**src/rtl/bypass_rf_fetch_client_if.sv**
```systemverilog
// Signal bundle between the fetch client, decode, the bypass register file and execute.
// The master side is the fetch client; the slave side is everything around it.
interface bypass_rf_fetch_client_if #(
    parameter int addr_width = 1,
    parameter int data_width = 1,
    parameter int name_width = 1,
    parameter int cnt_width  = 16
);
    logic                  REQ_VALID;
    logic                  REQ_READY;
    logic [addr_width-1:0] REQ_RS1;
    logic [addr_width-1:0] REQ_RS2;
    logic [addr_width-1:0] REQ_RD;
    logic                  REQ_HAS_RD;

    logic [addr_width-1:0] ADDR_IN;
    logic                  ALLOC_E;
    logic                  ALLOC_READY;
    logic [name_width-1:0] NAME_OUT;

    logic [addr_width-1:0] ADDR_1;
    logic [addr_width-1:0] ADDR_2;
    logic                  RRESE_1;
    logic                  RRESE_2;
    logic                  RRES_READY_1;
    logic                  RRES_READY_2;
    logic [name_width-1:0] RNAME_OUT_1;
    logic [name_width-1:0] RNAME_OUT_2;

    logic [name_width-1:0] VALID_NAME_1;
    logic [name_width-1:0] VALID_NAME_2;
    logic                  VALID_OUT_1;
    logic                  VALID_OUT_2;
    logic [name_width-1:0] NAME_1;
    logic [name_width-1:0] NAME_2;
    logic [data_width-1:0] D_OUT_1;
    logic [data_width-1:0] D_OUT_2;

    logic [name_width-1:0] RD_F_1;
    logic [name_width-1:0] RD_F_2;
    logic                  FE_1;
    logic                  FE_2;

    logic                  RESP_VALID;
    logic                  RESP_READY;
    logic [data_width-1:0] RESP_D1;
    logic [data_width-1:0] RESP_D2;
    logic [name_width-1:0] RESP_WNAME;
    logic                  RESP_HAS_WN;
    logic [cnt_width-1:0]  STALL_CNT;

    modport master (
        input  REQ_VALID, REQ_RS1, REQ_RS2, REQ_RD, REQ_HAS_RD,
        output REQ_READY,
        output ADDR_IN, ALLOC_E,
        input  ALLOC_READY, NAME_OUT,
        output ADDR_1, ADDR_2, RRESE_1, RRESE_2,
        input  RRES_READY_1, RRES_READY_2, RNAME_OUT_1, RNAME_OUT_2,
        output VALID_NAME_1, VALID_NAME_2, NAME_1, NAME_2,
        input  VALID_OUT_1, VALID_OUT_2, D_OUT_1, D_OUT_2,
        output RD_F_1, RD_F_2, FE_1, FE_2,
        output RESP_VALID, RESP_D1, RESP_D2, RESP_WNAME, RESP_HAS_WN, STALL_CNT,
        input  RESP_READY
    );

    modport slave (
        output REQ_VALID, REQ_RS1, REQ_RS2, REQ_RD, REQ_HAS_RD,
        input  REQ_READY,
        input  ADDR_IN, ALLOC_E,
        output ALLOC_READY, NAME_OUT,
        input  ADDR_1, ADDR_2, RRESE_1, RRESE_2,
        output RRES_READY_1, RRES_READY_2, RNAME_OUT_1, RNAME_OUT_2,
        input  VALID_NAME_1, VALID_NAME_2, NAME_1, NAME_2,
        output VALID_OUT_1, VALID_OUT_2, D_OUT_1, D_OUT_2,
        input  RD_F_1, RD_F_2, FE_1, FE_2,
        input  RESP_VALID, RESP_D1, RESP_D2, RESP_WNAME, RESP_HAS_WN, STALL_CNT,
        output RESP_READY
    );
endinterface

```
**src/rtl/bypass_rf_fetch_client.sv**
```systemverilog
// Requester side of the bypass register-file lock protocol: reserves a write name and
// both read slots atomically, gathers forwarded operands, frees the slots, hands off to execute.
module bypass_rf_fetch_client #(
    parameter int addr_width = 1,
    parameter int data_width = 1,
    parameter int name_width = 1,
    parameter int zero_reg   = 1,
    parameter int cnt_width  = 16
) (
    input  logic                      CLK,
    input  logic                      RST,
    bypass_rf_fetch_client_if.master  bus
);
    typedef enum logic [2:0] {S_IDLE, S_RESV, S_WAIT, S_FREE, S_DONE} state_t;

    state_t                state;

    logic [addr_width-1:0] rs1_p0;
    logic [addr_width-1:0] rs2_p0;
    logic [addr_width-1:0] rd_p0;
    logic                  need1_p0;
    logic                  need2_p0;
    logic                  needw_p0;

    logic [name_width-1:0] wname_p1;
    logic [name_width-1:0] rname1_p1;
    logic [name_width-1:0] rname2_p1;
    logic [data_width-1:0] opnd1_p1;
    logic [data_width-1:0] opnd2_p1;
    logic                  got1_p1;
    logic                  got2_p1;

    logic [data_width-1:0] resp_d1_p2;
    logic [data_width-1:0] resp_d2_p2;
    logic [name_width-1:0] resp_wname_p2;
    logic                  resp_has_wn_p2;
    logic [cnt_width-1:0]  stall_cnt;

    logic                  req_ready;
    logic                  accept;
    logic                  go;
    logic                  cap1;
    logic                  cap2;
    logic                  all_got;
    logic                  stall;
    logic                  req_need1;
    logic                  req_need2;
    logic                  req_needw;

    function automatic logic [cnt_width-1:0] sat_inc(input logic [cnt_width-1:0] v);
        return (&v) ? v : v + cnt_width'(1);
    endfunction

    assign req_need1 = !((zero_reg != 0) && (bus.REQ_RS1 == '0));
    assign req_need2 = !((zero_reg != 0) && (bus.REQ_RS2 == '0));
    assign req_needw = bus.REQ_HAS_RD && !((zero_reg != 0) && (bus.REQ_RD == '0));

    // Reset forces REQ_READY low even though the idle state would otherwise accept.
    assign req_ready = RST && ((state == S_IDLE) || ((state == S_DONE) && bus.RESP_READY));
    assign accept    = req_ready && bus.REQ_VALID;

    // All-or-nothing reservation: no enable fires unless every needed grant is available.
    assign go = (state == S_RESV)
             && (!needw_p0 || bus.ALLOC_READY)
             && (!need1_p0 || bus.RRES_READY_1)
             && (!need2_p0 || bus.RRES_READY_2);

    assign cap1    = (state == S_WAIT) && bus.VALID_OUT_1 && !got1_p1;
    assign cap2    = (state == S_WAIT) && bus.VALID_OUT_2 && !got2_p1;
    assign all_got = (got1_p1 || cap1) && (got2_p1 || cap2);
    assign stall   = ((state == S_RESV) && !go) || ((state == S_WAIT) && !all_got);

    always_ff @(posedge CLK or negedge RST) begin
        if (!RST) begin
            state          <= S_IDLE;
            need1_p0       <= 1'b0;
            need2_p0       <= 1'b0;
            needw_p0       <= 1'b0;
            got1_p1        <= 1'b0;
            got2_p1        <= 1'b0;
            resp_d1_p2     <= '0;
            resp_d2_p2     <= '0;
            resp_wname_p2  <= '0;
            resp_has_wn_p2 <= 1'b0;
            stall_cnt      <= '0;
        end else begin
            if (stall) begin
                stall_cnt <= sat_inc(stall_cnt);
            end
            case (state)
                S_IDLE, S_DONE: begin
                    if (accept) begin
                        need1_p0 <= req_need1;
                        need2_p0 <= req_need2;
                        needw_p0 <= req_needw;
                        state    <= S_RESV;
                    end else if (state == S_DONE && bus.RESP_READY) begin
                        state <= S_IDLE;
                    end
                end
                // p0 -> p1: request latched, reservations granted together
                S_RESV: begin
                    if (go) begin
                        got1_p1 <= !need1_p0;
                        got2_p1 <= !need2_p0;
                        state   <= S_WAIT;
                    end
                end
                S_WAIT: begin
                    if (cap1) begin
                        got1_p1 <= 1'b1;
                    end
                    if (cap2) begin
                        got2_p1 <= 1'b1;
                    end
                    if (all_got) begin
                        state <= S_FREE;
                    end
                end
                // p1 -> p2: operands complete, response registered on entry to DONE
                S_FREE: begin
                    resp_d1_p2     <= opnd1_p1;
                    resp_d2_p2     <= opnd2_p1;
                    resp_wname_p2  <= needw_p0 ? wname_p1 : '0;
                    resp_has_wn_p2 <= needw_p0;
                    state          <= S_DONE;
                end
                default: state <= S_IDLE;
            endcase
        end
    end

    // Datapath registers carry no reset; control above qualifies every use.
    always_ff @(posedge CLK) begin
        if (accept) begin
            rs1_p0 <= bus.REQ_RS1;
            rs2_p0 <= bus.REQ_RS2;
            rd_p0  <= bus.REQ_RD;
        end
        if (go) begin
            wname_p1  <= bus.NAME_OUT;
            rname1_p1 <= need1_p0 ? bus.RNAME_OUT_1 : '0;
            rname2_p1 <= need2_p0 ? bus.RNAME_OUT_2 : '0;
            opnd1_p1  <= '0;
            opnd2_p1  <= '0;
        end
        if (cap1) begin
            opnd1_p1 <= bus.D_OUT_1;
        end
        if (cap2) begin
            opnd2_p1 <= bus.D_OUT_2;
        end
    end

    assign bus.REQ_READY    = req_ready;

    assign bus.ADDR_IN      = (state == S_RESV && needw_p0) ? rd_p0 : '0;
    assign bus.ALLOC_E      = go && needw_p0;
    assign bus.ADDR_1       = (state == S_RESV && need1_p0) ? rs1_p0 : '0;
    assign bus.ADDR_2       = (state == S_RESV && need2_p0) ? rs2_p0 : '0;
    assign bus.RRESE_1      = go && need1_p0;
    assign bus.RRESE_2      = go && need2_p0;

    assign bus.VALID_NAME_1 = (state == S_WAIT) ? rname1_p1 : '0;
    assign bus.VALID_NAME_2 = (state == S_WAIT) ? rname2_p1 : '0;
    assign bus.NAME_1       = (state == S_WAIT) ? rname1_p1 : '0;
    assign bus.NAME_2       = (state == S_WAIT) ? rname2_p1 : '0;

    assign bus.RD_F_1       = (state == S_FREE) ? rname1_p1 : '0;
    assign bus.RD_F_2       = (state == S_FREE) ? rname2_p1 : '0;
    assign bus.FE_1         = (state == S_FREE) && need1_p0;
    assign bus.FE_2         = (state == S_FREE) && need2_p0;

    assign bus.RESP_VALID   = (state == S_DONE);
    assign bus.RESP_D1      = resp_d1_p2;
    assign bus.RESP_D2      = resp_d2_p2;
    assign bus.RESP_WNAME   = resp_wname_p2;
    assign bus.RESP_HAS_WN  = resp_has_wn_p2;
    assign bus.STALL_CNT    = stall_cnt;
endmodule

```
**src/flat_wrapper.sv**
```systemverilog
// flat-port wrapper written by rule: the top's interface ports become plain ports
module bypass_rf_fetch_client_flat 
#(
    parameter int addr_width = 1,
    parameter int data_width = 1,
    parameter int name_width = 1,
    parameter int zero_reg   = 1,
    parameter int cnt_width  = 16
)
  (CLK, RST, bus_REQ_VALID, bus_REQ_RS1, bus_REQ_RS2, bus_REQ_RD, bus_REQ_HAS_RD, bus_REQ_READY, bus_ADDR_IN, bus_ALLOC_E, bus_ALLOC_READY, bus_NAME_OUT, bus_ADDR_1, bus_ADDR_2, bus_RRESE_1, bus_RRESE_2, bus_RRES_READY_1, bus_RRES_READY_2, bus_RNAME_OUT_1, bus_RNAME_OUT_2, bus_VALID_NAME_1, bus_VALID_NAME_2, bus_NAME_1, bus_NAME_2, bus_VALID_OUT_1, bus_VALID_OUT_2, bus_D_OUT_1, bus_D_OUT_2, bus_RD_F_1, bus_RD_F_2, bus_FE_1, bus_FE_2, bus_RESP_VALID, bus_RESP_D1, bus_RESP_D2, bus_RESP_WNAME, bus_RESP_HAS_WN, bus_STALL_CNT, bus_RESP_READY);
  bypass_rf_fetch_client_if #(.addr_width(addr_width), .data_width(data_width), .name_width(name_width), .cnt_width(cnt_width)) bus_i ();
  input  logic CLK;
  input  logic RST;
  input wire logic [$bits(bus_i.REQ_VALID)-1:0] bus_REQ_VALID;
  input wire logic [$bits(bus_i.REQ_RS1)-1:0] bus_REQ_RS1;
  input wire logic [$bits(bus_i.REQ_RS2)-1:0] bus_REQ_RS2;
  input wire logic [$bits(bus_i.REQ_RD)-1:0] bus_REQ_RD;
  input wire logic [$bits(bus_i.REQ_HAS_RD)-1:0] bus_REQ_HAS_RD;
  output wire logic [$bits(bus_i.REQ_READY)-1:0] bus_REQ_READY;
  output wire logic [$bits(bus_i.ADDR_IN)-1:0] bus_ADDR_IN;
  output wire logic [$bits(bus_i.ALLOC_E)-1:0] bus_ALLOC_E;
  input wire logic [$bits(bus_i.ALLOC_READY)-1:0] bus_ALLOC_READY;
  input wire logic [$bits(bus_i.NAME_OUT)-1:0] bus_NAME_OUT;
  output wire logic [$bits(bus_i.ADDR_1)-1:0] bus_ADDR_1;
  output wire logic [$bits(bus_i.ADDR_2)-1:0] bus_ADDR_2;
  output wire logic [$bits(bus_i.RRESE_1)-1:0] bus_RRESE_1;
  output wire logic [$bits(bus_i.RRESE_2)-1:0] bus_RRESE_2;
  input wire logic [$bits(bus_i.RRES_READY_1)-1:0] bus_RRES_READY_1;
  input wire logic [$bits(bus_i.RRES_READY_2)-1:0] bus_RRES_READY_2;
  input wire logic [$bits(bus_i.RNAME_OUT_1)-1:0] bus_RNAME_OUT_1;
  input wire logic [$bits(bus_i.RNAME_OUT_2)-1:0] bus_RNAME_OUT_2;
  output wire logic [$bits(bus_i.VALID_NAME_1)-1:0] bus_VALID_NAME_1;
  output wire logic [$bits(bus_i.VALID_NAME_2)-1:0] bus_VALID_NAME_2;
  output wire logic [$bits(bus_i.NAME_1)-1:0] bus_NAME_1;
  output wire logic [$bits(bus_i.NAME_2)-1:0] bus_NAME_2;
  input wire logic [$bits(bus_i.VALID_OUT_1)-1:0] bus_VALID_OUT_1;
  input wire logic [$bits(bus_i.VALID_OUT_2)-1:0] bus_VALID_OUT_2;
  input wire logic [$bits(bus_i.D_OUT_1)-1:0] bus_D_OUT_1;
  input wire logic [$bits(bus_i.D_OUT_2)-1:0] bus_D_OUT_2;
  output wire logic [$bits(bus_i.RD_F_1)-1:0] bus_RD_F_1;
  output wire logic [$bits(bus_i.RD_F_2)-1:0] bus_RD_F_2;
  output wire logic [$bits(bus_i.FE_1)-1:0] bus_FE_1;
  output wire logic [$bits(bus_i.FE_2)-1:0] bus_FE_2;
  output wire logic [$bits(bus_i.RESP_VALID)-1:0] bus_RESP_VALID;
  output wire logic [$bits(bus_i.RESP_D1)-1:0] bus_RESP_D1;
  output wire logic [$bits(bus_i.RESP_D2)-1:0] bus_RESP_D2;
  output wire logic [$bits(bus_i.RESP_WNAME)-1:0] bus_RESP_WNAME;
  output wire logic [$bits(bus_i.RESP_HAS_WN)-1:0] bus_RESP_HAS_WN;
  output wire logic [$bits(bus_i.STALL_CNT)-1:0] bus_STALL_CNT;
  input wire logic [$bits(bus_i.RESP_READY)-1:0] bus_RESP_READY;
  assign bus_i.REQ_VALID = bus_REQ_VALID;
  assign bus_i.REQ_RS1 = bus_REQ_RS1;
  assign bus_i.REQ_RS2 = bus_REQ_RS2;
  assign bus_i.REQ_RD = bus_REQ_RD;
  assign bus_i.REQ_HAS_RD = bus_REQ_HAS_RD;
  assign bus_REQ_READY = bus_i.REQ_READY;
  assign bus_ADDR_IN = bus_i.ADDR_IN;
  assign bus_ALLOC_E = bus_i.ALLOC_E;
  assign bus_i.ALLOC_READY = bus_ALLOC_READY;
  assign bus_i.NAME_OUT = bus_NAME_OUT;
  assign bus_ADDR_1 = bus_i.ADDR_1;
  assign bus_ADDR_2 = bus_i.ADDR_2;
  assign bus_RRESE_1 = bus_i.RRESE_1;
  assign bus_RRESE_2 = bus_i.RRESE_2;
  assign bus_i.RRES_READY_1 = bus_RRES_READY_1;
  assign bus_i.RRES_READY_2 = bus_RRES_READY_2;
  assign bus_i.RNAME_OUT_1 = bus_RNAME_OUT_1;
  assign bus_i.RNAME_OUT_2 = bus_RNAME_OUT_2;
  assign bus_VALID_NAME_1 = bus_i.VALID_NAME_1;
  assign bus_VALID_NAME_2 = bus_i.VALID_NAME_2;
  assign bus_NAME_1 = bus_i.NAME_1;
  assign bus_NAME_2 = bus_i.NAME_2;
  assign bus_i.VALID_OUT_1 = bus_VALID_OUT_1;
  assign bus_i.VALID_OUT_2 = bus_VALID_OUT_2;
  assign bus_i.D_OUT_1 = bus_D_OUT_1;
  assign bus_i.D_OUT_2 = bus_D_OUT_2;
  assign bus_RD_F_1 = bus_i.RD_F_1;
  assign bus_RD_F_2 = bus_i.RD_F_2;
  assign bus_FE_1 = bus_i.FE_1;
  assign bus_FE_2 = bus_i.FE_2;
  assign bus_RESP_VALID = bus_i.RESP_VALID;
  assign bus_RESP_D1 = bus_i.RESP_D1;
  assign bus_RESP_D2 = bus_i.RESP_D2;
  assign bus_RESP_WNAME = bus_i.RESP_WNAME;
  assign bus_RESP_HAS_WN = bus_i.RESP_HAS_WN;
  assign bus_STALL_CNT = bus_i.STALL_CNT;
  assign bus_i.RESP_READY = bus_RESP_READY;
  bypass_rf_fetch_client #(.addr_width(addr_width), .data_width(data_width), .name_width(name_width), .zero_reg(zero_reg), .cnt_width(cnt_width)) u_core (.CLK(CLK), .RST(RST), .bus(bus_i));
endmodule
```
**config.mk**
```make
export PLATFORM = sky130hd
export DESIGN_NAME = bypass_rf_fetch_client_flat
export DESIGN_NICKNAME = d
export VERILOG_FILES = /design/src/rtl/bypass_rf_fetch_client_if.sv /design/src/rtl/bypass_rf_fetch_client.sv /design/src/flat_wrapper.sv
export SDC_FILE = /design/constraint.sdc
export NUM_CORES = 1
export LEC_CHECK = 0
export CORE_MARGIN = 2
export CORE_UTILIZATION = 49
export CTS_BUF_LIST = sky130_fd_sc_hd__clkbuf_8
export DETAILED_ROUTE_END_ITERATION = 12
export HOLD_SLACK_MARGIN = 0.05
export PLACE_DENSITY_LB_ADDON = 0.05
export REMOVE_ABC_BUFFERS = 1
export SLEW_MARGIN = 10
export SYNTH_ARGS = -nofsm -noshare
export SYNTH_HDL_FRONTEND = slang
export SYNTH_SLANG_ARGS = --single-unit
```
**constraint.sdc**
```tcl
create_clock -name CLK -period 2.65 [get_ports CLK]
set_input_delay 0.3975 -clock CLK [delete_from_list [all_inputs] [get_ports CLK]]
set_output_delay 0.3975 -clock CLK [all_outputs]
set_load 0.05 [all_outputs]
```
[Word-level counts from Yosys, hierarchy flattened]
Cells that the tools add are included.
Operators by class
  reductions and logical operators: 47
  eq/ne operators: 9
  mux-type cells: 22
  bitwise logic cells: 1
  add/subtract/negate cells: 1
Operator list (count)
  $logic_and A1 B1 Y1: 22
  $add A16 B1 Y16 const B: 1
  $reduce_and A16 Y1: 1
  $mux W1: 15
  $mux W3: 4
  $pmux W3 S4: 1
  $reduce_and A3 Y1: 3
  $ne A2 B1 Y1 const B: 4
  $logic_not A1 Y1: 7
  $logic_or A1 B1 Y1: 7
  $eq A3 B2 Y1 const B: 2
  $reduce_bool A2 Y1: 3
  $pmux W1 S2: 2
  $reduce_and A2 Y1: 2
  $eq A3 B1 Y1 const B: 1
  $eq A3 B3 Y1 const B: 1
  $logic_not A3 Y1: 1
  $ne A3 B1 Y1 const B: 1
  $reduce_or A2 Y1: 1
  $not A1 Y1: 1
Storage, ports and cells
  word-level logic and storage cells: 99
  output and inout port bits: 36
  bits in registers: 36
  input bits: 18

[Longest topological paths before layout]
Gate-level depths: netlist (run 1).
  word-level depth: 9
  gate-level depth with buffers: 7
  gate-level depth less buffers: 6

[Least setup slack after synthesis (run 1)]
OpenSTA, ideal clock, no wires.
  path kind: register to register
  start: reg u_core.stall_cnt[0] (netlist: u_core.bus.STALL_CNT[0])
  end: reg u_core.stall_cnt[14] (netlist: u_core.bus.STALL_CNT[14])
  stages on the path, launching flop included: 7
  required time: 2525 ps
  path slack: 405 ps
  path buffers: 0
  library setup time: 125 ps
  arrival: 2120 ps
  cells stage by stage: dfrtp_1 ha_1 nand4_1 or3_4 o21bai_1 nor2_1 mux2_2
Between the ends
  word-level cells in the longest chain between the ends: 3
  elaborated cells on any way between the ends: 4
  those cells by class: add/sub (1); bitwise (1); reduce/logical (2)
RTL lines
  start, declared: line bypass_rf_fetch_client.sv:37  | logic [cnt_width-1:0] stall_cnt;
  start signal, assigned: line bypass_rf_fetch_client.sv:88  | stall_cnt <= sat_inc(stall_cnt);
  branches (longest 3 deep; another with $add A16 B1 Y16)
Parallel ways; which one is timed is not known.
A chain may end at the register's enable or synchronous reset.

[Worst setup path in the final report (run 1)]
  start: reg u_core.state[2]
  end: out bus_FE_1
Between the ends
  word-level cells in the longest chain between the ends: 2
RTL lines
  start, declared: line bypass_rf_fetch_client.sv:16  | state_t state;
  start signal, assigned: line bypass_rf_fetch_client.sv:75  | state <= S_IDLE;
  start signal, assigned: line bypass_rf_fetch_client.sv:96  | state <= S_RESV;
  start signal, assigned: line bypass_rf_fetch_client.sv:98  | state <= S_IDLE;
  $eq A3 B2 Y1: line bypass_rf_fetch_client.sv:171  | assign bus.FE_1 = (state == S_FREE) && need1_p0;
  $logic_and A1 B1 Y1: line bypass_rf_fetch_client.sv:171
  end, declared: line flat_wrapper.sv:42  | output wire logic [$bits(bus_i.FE_1)-1:0] bus_FE_1;
Every way passes these cells.

==> results.py, run 1 <==
metrics = {
    "status": {
        "status": "completed",
    },
    "cts": {
        "worstSkewPairLatency_ps": 280,
        "htreeDepth": 2,
        "cts_resized": 0,
        "cts_sinks": 36,
        "post_cts_buffers": 0,
        "tritoncts": "yes",
        "cts-root-buf": "clkbuf_8",
        "cts_hold_buffers": 0,
        "clkTransAtPathRegs_ps": 70,
        "cts_made_buffers": 5,
        "clk_path_buf_depth": 2,
    },
    "drt": {
        "routed_wl_um": 3950,
        "first_pass_iters": 4,
        "dr.first_iter.drc_count": 100,
        "vias_per_cell": 5.221,
        "drc_errors": 0,
        "via_count": 1488,
        "avgRoutedWirePerCell_um": 13.86,
        "ant_nets": 0,
    },
    "pwr": {
        "pwr-share-comb_pct": 46.7,
        "seqPwrFrac_pct": 37.4,
        "pwr_density_cell_nw_per_um2": 881.0,
        "power.leakage_nw": 1.196,
        "p_sw_w": 0.0009618,
        "sw_frac_of_total_pct": 42.90,
        "p_int_w": 0.001280,
        "ir_drop_uv": 693.2,
        "pwr-share-clk_pct": 15.8,
    },
    "critical_path": {
        "start_kind": "register",
        "critPathMaxFanout": 10,
        "required_ps": 2250,
        "cp.arrival_ps": 2040,
        "crit_type": "register to primary output",
        "cp-end-kind": "primary output",
    },
    "global_routing": {
        "grt_max_degree": 17,
        "grt_overflow": 0,
        "first_global_vias": 1584,
        "antenna_found_initial": 0,
        "grt_usage_pct": 20.72,
        "grt_pass1_wl_um": 6796,
    },
    "synthesis": {
        "synth_top_flop_cell": "dfrtp_1",
        "syn_area_um2": 1815,
        "synth_edf_count": 8,
        "yosys_warnings": 0,
        "synth_cell_type_count": 40,
        "ys_seq_area_share_pct": 51.83,
        "ys_async_sr_fraction_pct": 77.78,
        "synth_cells": 177,
        "avgSynthCellArea_um2": 10.26,
        "ys_ff_latch": 36,
    },
    "sta": {
        "fmax_ghz": 0.4108,
        "fin_tns_setup_ps": 0,
        "tightest_slew_ps": 504.9,
        "drv_slew": 0,
        "rsz0062_at_grt": "no",
        "worst_slack_ps": 215.7,
        "timing.final.crit_share_pct": 91.86,
        "fin_worst_skew_ps": 7.518,
        "setup_viol": 0,
        "hold_viol": 0,
        "period_needed_ps": 2434,
        "slew_headroom_pct": 66.23,
    },
    "die": {
        "dieArea_um2": 4208,
        "dieWidth_um": 64.87,
        "rows": 22,
        "die_h_um": 64.87,
        "core_area_um2": 3606,
        "initial_core_util_pct": 50.35,
        "io_pins": 54,
    },
    "placed_design": {
        "dp_hpwl_um": 3083,
        "port_buffers": 53,
        "place_ws_ps": 500.0,
        "gp_congestion": 0.8202,
    },
    "final_layout": {
        "fillers": 275,
        "drive_gt1_share_pct": 13.92,
        "largest_reg_flops": 16,
        "multiInputGateArea_um2": 817.0,
        "diodes": 0,
        "area_growth_pct": 40.18,
        "fin_nets": 255,
        "seqCellArea_um2": 940.9,
    },
    "worst_hold_path": {
        "worstHoldPathType": "input pin to async pin",
    },
    "run": {
        "cap_violations": 0,
    },
}
[cell families (layout without fill, tap and decap cells)]
group / after synthesis / count (layout) / synth area share [%]
flops: 36 / 36 / 51.83
compound gates: 12 / 12 / 5.445
mux: 2 / 2 / 1.240
fa+ha+maj: 1 / 1 / 0.6891
buf+inv: 11 / 71 / 3.170
xor+xnor: 13 / 13 / 6.272
simple gates: 102 / 102 / 31.36
[power groups by stage]
stage               clock network, W  logic [W]  registers [W]
detailed placement                 0    0.00105       0.000850
finish                      0.000355    0.00105       0.000840
CTS                         0.000367    0.00106       0.000840
floorplan                          0   0.000505       0.000997
global placement                   0    0.00103       0.000842
global route                0.000392    0.00112       0.000865
[Yosys cell counts, types with 2 or more instances]
cell type | count | share of area, %
and2_1 | 8 | 2.8
nor3b_1 | 2 | 0.83
dfrtp_1 | 28 | 39
and3_1 | 9 | 3.1
nand4_1 | 3 | 1.0
inv_1 | 5 | 1.0
nand3_1 | 9 | 2.5
nor2b_1 | 3 | 1.0
xor2_1 | 6 | 2.9
o21ai_0 | 3 | 0.83
clkbuf_1 | 2 | 0.41
xnor2_1 | 7 | 3.4
buf_4 | 2 | 0.83
mux2_2 | 2 | 1.2
nand3b_1 | 4 | 1.7
nor2_1 | 9 | 1.9
a21oi_1 | 2 | 0.55
nor3_1 | 8 | 2.2
nand2_1 | 37 | 7.6
edfxtp_1 | 8 | 13
[final timing paths]
kind                                          from                       end  slack (ps)  depth (start not counted)
setup reg to reg           u_core.bus.STALL_CNT[0]  u_core.bus.STALL_CNT[14]         590                          6
max in group asynchronous                      RST   u_core.bus.STALL_CNT[5]        1780                          2
setup / recovery                   u_core.state[2]                  bus_FE_1         220                          3
hold / removal                                 RST           u_core.state[2]         370                          1
min in group CLK                   u_core.opnd2_p1        u_core.bus.RESP_D2         450                          2
hold reg to reg                    u_core.opnd2_p1        u_core.bus.RESP_D2         450                          2
[placed cells by master (no fill, tap or decap), types with 8 or more instances in the layout]
master	Yosys	final
nor2_1	9	9
dfrtp_1	28	28
and3_1	9	9
nand3_1	9	9
clkdlybuf4s50_1	0	42
nor3_1	8	8
edfxtp_1	8	8
nand2_1	37	37
buf_4	2	9
and2_1	8	8
[per-layer routing]
layer  vias to the layer above  global-route usage, %  share of wire [%]
li1                        721                      -                  -
met1                       707                  22.64                 40
met2                        50                  37.50                 53
met3                        10                  6.424                5.5
met4                         0                  7.447                1.6
met5                         -                      0                  0
[worst max-delay path: stages (launching register included)]
cell	delay [ps]
dfrtp_1	460
and3b_2	360
and2_1	150
clkdlybuf4s50_1	800
[area by class of cell]
| type | instances | share of cell area, % |
|---|---|---|
| clock buffers | 5 | 2.704 |
| clock inverters | 3 | 0.4425 |
| inverters | 5 | 0.7375 |
| multi-input cells | 130 | 32.10 |
| flip-flops and latches | 36 | 36.97 |
| well taps | 48 | 2.360 |
| repair buffers | 58 | 24.68 |
[per-stage QoR]
| stage | util, % | cells | total power [W] | cell area, um2 | hold slack, ps |
|---|---|---|---|---|---|
| after floorplan | - | 171 | 0.001502 | 1777 | 101.9 |
| after global placement | 68.36 | 277 | 0.001871 | 2465 | 449.0 |
| after detailed placement | 68.36 | 277 | 0.001902 | 2465 | 444.3 |
| after CTS | 70.58 | 285 | 0.002263 | 2545 | 366.3 |
| after global routing | 70.58 | 285 | 0.002378 | 2545 | 370.9 |
| final | 70.58 | 285 | 0.002242 | 2545 | 366.6 |
Power figures use the tool's default switching activity.
==> run 2, diff against run 1 <==
--- a/config.mk
+++ b/config.mk
@@ -5,7 +5,6 @@
 export SDC_FILE = /design/constraint.sdc
 export NUM_CORES = 1
 export LEC_CHECK = 0
-export CORE_MARGIN = 2
 export CORE_UTILIZATION = 49
 export CTS_BUF_LIST = sky130_fd_sc_hd__clkbuf_8
 export DETAILED_ROUTE_END_ITERATION = 12
==> results.py, run 2 (same netlist as run 1, synthesis figures left out) <==
metrics = {
    "status": {
        "status": "completed",
    },
    "critical_path": {
        "slowest_stage": "clkdlybuf4s50_1",
        "endpoint": "bus_FE_1",
        "required_ps": 2250,
        "critPathBufInv": 1,
        "start_kind": "register",
        "ff2ff_setup_slack_ps": 500,
        "crit_start": "u_core.state[2]",
        "cp-end-kind": "primary output",
        "crit_type": "register to primary output",
        "cp.arrival_ps": 2070,
        "r2r_cells": 6,
        "critPathMaxFanout": 10,
        "worstReg2RegStart": "u_core.bus.STALL_CNT[0]",
        "cp.depth": 3,
        "crit_family": "buffers and inverters",
        "reg2reg_to": "u_core.bus.STALL_CNT[14]",
        "cp_cell_sequence": "and3b_2 > and2_1 > clkdlybuf4s50_1",
        "slowest_delay_ps": 810,
    },
    "drt": {
        "drc_errors": 0,
        "routed_wl_um": 4052,
        "first_pass_iters": 5,
        "vias_per_cell": 5.273,
        "dr.first_iter.drc_count": 73,
        "avgRoutedWirePerCell_um": 14.37,
        "via_count": 1487,
        "ant_nets": 0,
    },
    "cts": {
        "clk_path_buf_depth": 2,
        "cts-root-buf": "clkbuf_8",
        "cts_hold_buffers": 0,
        "htreeDepth": 2,
        "worstSkewPairLatency_ps": 280,
        "cts_made_buffers": 5,
        "post_cts_buffers": 0,
        "clkTransAtPathRegs_ps": 70,
        "cts_sinks": 36,
        "tritoncts": "yes",
        "cts_resized": 0,
    },
    "global_routing": {
        "grt_max_degree": 30,
        "grt_overflow": 0,
        "antenna_found_initial": 0,
        "grt_pass1_wl_um": 6686,
        "grt_usage_pct": 22.06,
        "first_global_vias": 1462,
    },
    "final_layout": {
        "final_util_pct": 74.99,
        "diodes": 0,
        "most-common-layout-cells": "clkdlybuf4s50_1, nand2_1, dfrtp_1",
        "drive_gt1_share_pct": 14.83,
        "final_common_cell": "clkdlybuf4s50_1",
        "area_growth_pct": 42.18,
        "largest_reg_flops": 16,
        "fin_nets": 254,
    },
    "sta": {
        "period_needed_ps": 2464,
        "fmax_ghz": 0.4058,
        "setup_viol": 0,
        "tightest_slew_ps": 520.0,
        "slew_headroom_pct": 65.22,
        "fin_worst_skew_ps": 7.612,
        "rsz0062_at_grt": "no",
        "drv_slew": 0,
        "fin_tns_setup_ps": 0,
        "timing.final.crit_share_pct": 93.00,
        "hold_viol": 0,
    },
    "die": {
        "die_h_um": 62.87,
        "rows": 21,
        "core_area_um2": 3442,
        "dieWidth_um": 62.87,
        "initial_core_util_pct": 52.74,
        "dieArea_um2": 3953,
        "io_pins": 54,
    },
    "pwr": {
        "pwr_density_cell_nw_per_um2": 935.6,
        "power.leakage_nw": 1.207,
        "power.total_w": 0.002415,
        "ir_drop_uv": 500.1,
    },
    "worst_hold_path": {
        "whs_path_depth": 2,
        "worstHoldPathType": "register to register",
    },
    "placed_design": {
        "dp_hpwl_um": 3013,
        "gp_congestion": 0.8273,
        "port_buffers": 53,
    },
    "run": {
        "cap_violations": 0,
    },
}
run 2: per-stage QoR:
| step | cell area (um2) | hold slack [ps] | setup WS (ps) | std cells |
|---|---|---|---|---|
| 2_1_floorplan | 1777 | 101.9 | 397.1 | 171 |
| 3_3_place_gp | 2455 | 422.7 | 551.6 | 274 |
| 3_5_place_dp | 2455 | 429.1 | 500.4 | 274 |
| 4_1_cts | 2581 | 445.3 | 186.4 | 282 |
| 5_1_grt | 2581 | 470.4 | 122.3 | 282 |
| 6_report | 2581 | 444.2 | 185.6 | 282 |
run 2: worst reg2reg max path, cell delays in order, from the launching register on:
cell and delay [ps]:
dfrtp_1 440, ha_1 300, nand4_1 190, or3_4 460
o21bai_1 190, nor2_1 110, mux2_2 340
run 2: layout make-up:
cell class / instances / area, um2
multi-input combinational: 130 / 817.0
timing repair buffer: 57 / 620.6
fill: 254 / 860.8
tap: 46 / 57.56
clock inverter: 1 / 30.03
inverter: 5 / 18.77
clock buffer: 7 / 96.34
sequential: 36 / 940.9
run 2: metal layers:
metal / vias up / track usage [%] / wire length (um)
met5: - / 0 / 0
met3: 5 / 4.927 / 207
met2: 49 / 35.89 / 2016
li1: 718 / - / -
met4: 0 / 9.302 / 48
met1: 715 / 28.10 / 1781
run 2: how the worst min path moves through the flow:
stage | from | endpoint
floorplan | RST | u_core.bus.RESP_D1
global placement | u_core.opnd2_p1 | u_core.bus.RESP_D2
detailed placement | u_core.opnd1_p1 | u_core.bus.RESP_D1
CTS | u_core.opnd1_p1 | u_core.bus.RESP_D1
global route | u_core.opnd2_p1 | u_core.bus.RESP_D2
finish | u_core.opnd1_p1 | u_core.bus.RESP_D1
run 2: power breakdown:
| group | total (W) | leakage, nW | switching [W] | internal (W) |
|---|---|---|---|---|
| registers | 0.000848 | 0.437 | 0.000148 | 0.000701 |
| logic | 0.00105 | 0.706 | 0.000646 | 0.000402 |
| clock network | 0.000519 | 0.0645 | 0.000187 | 0.000332 |
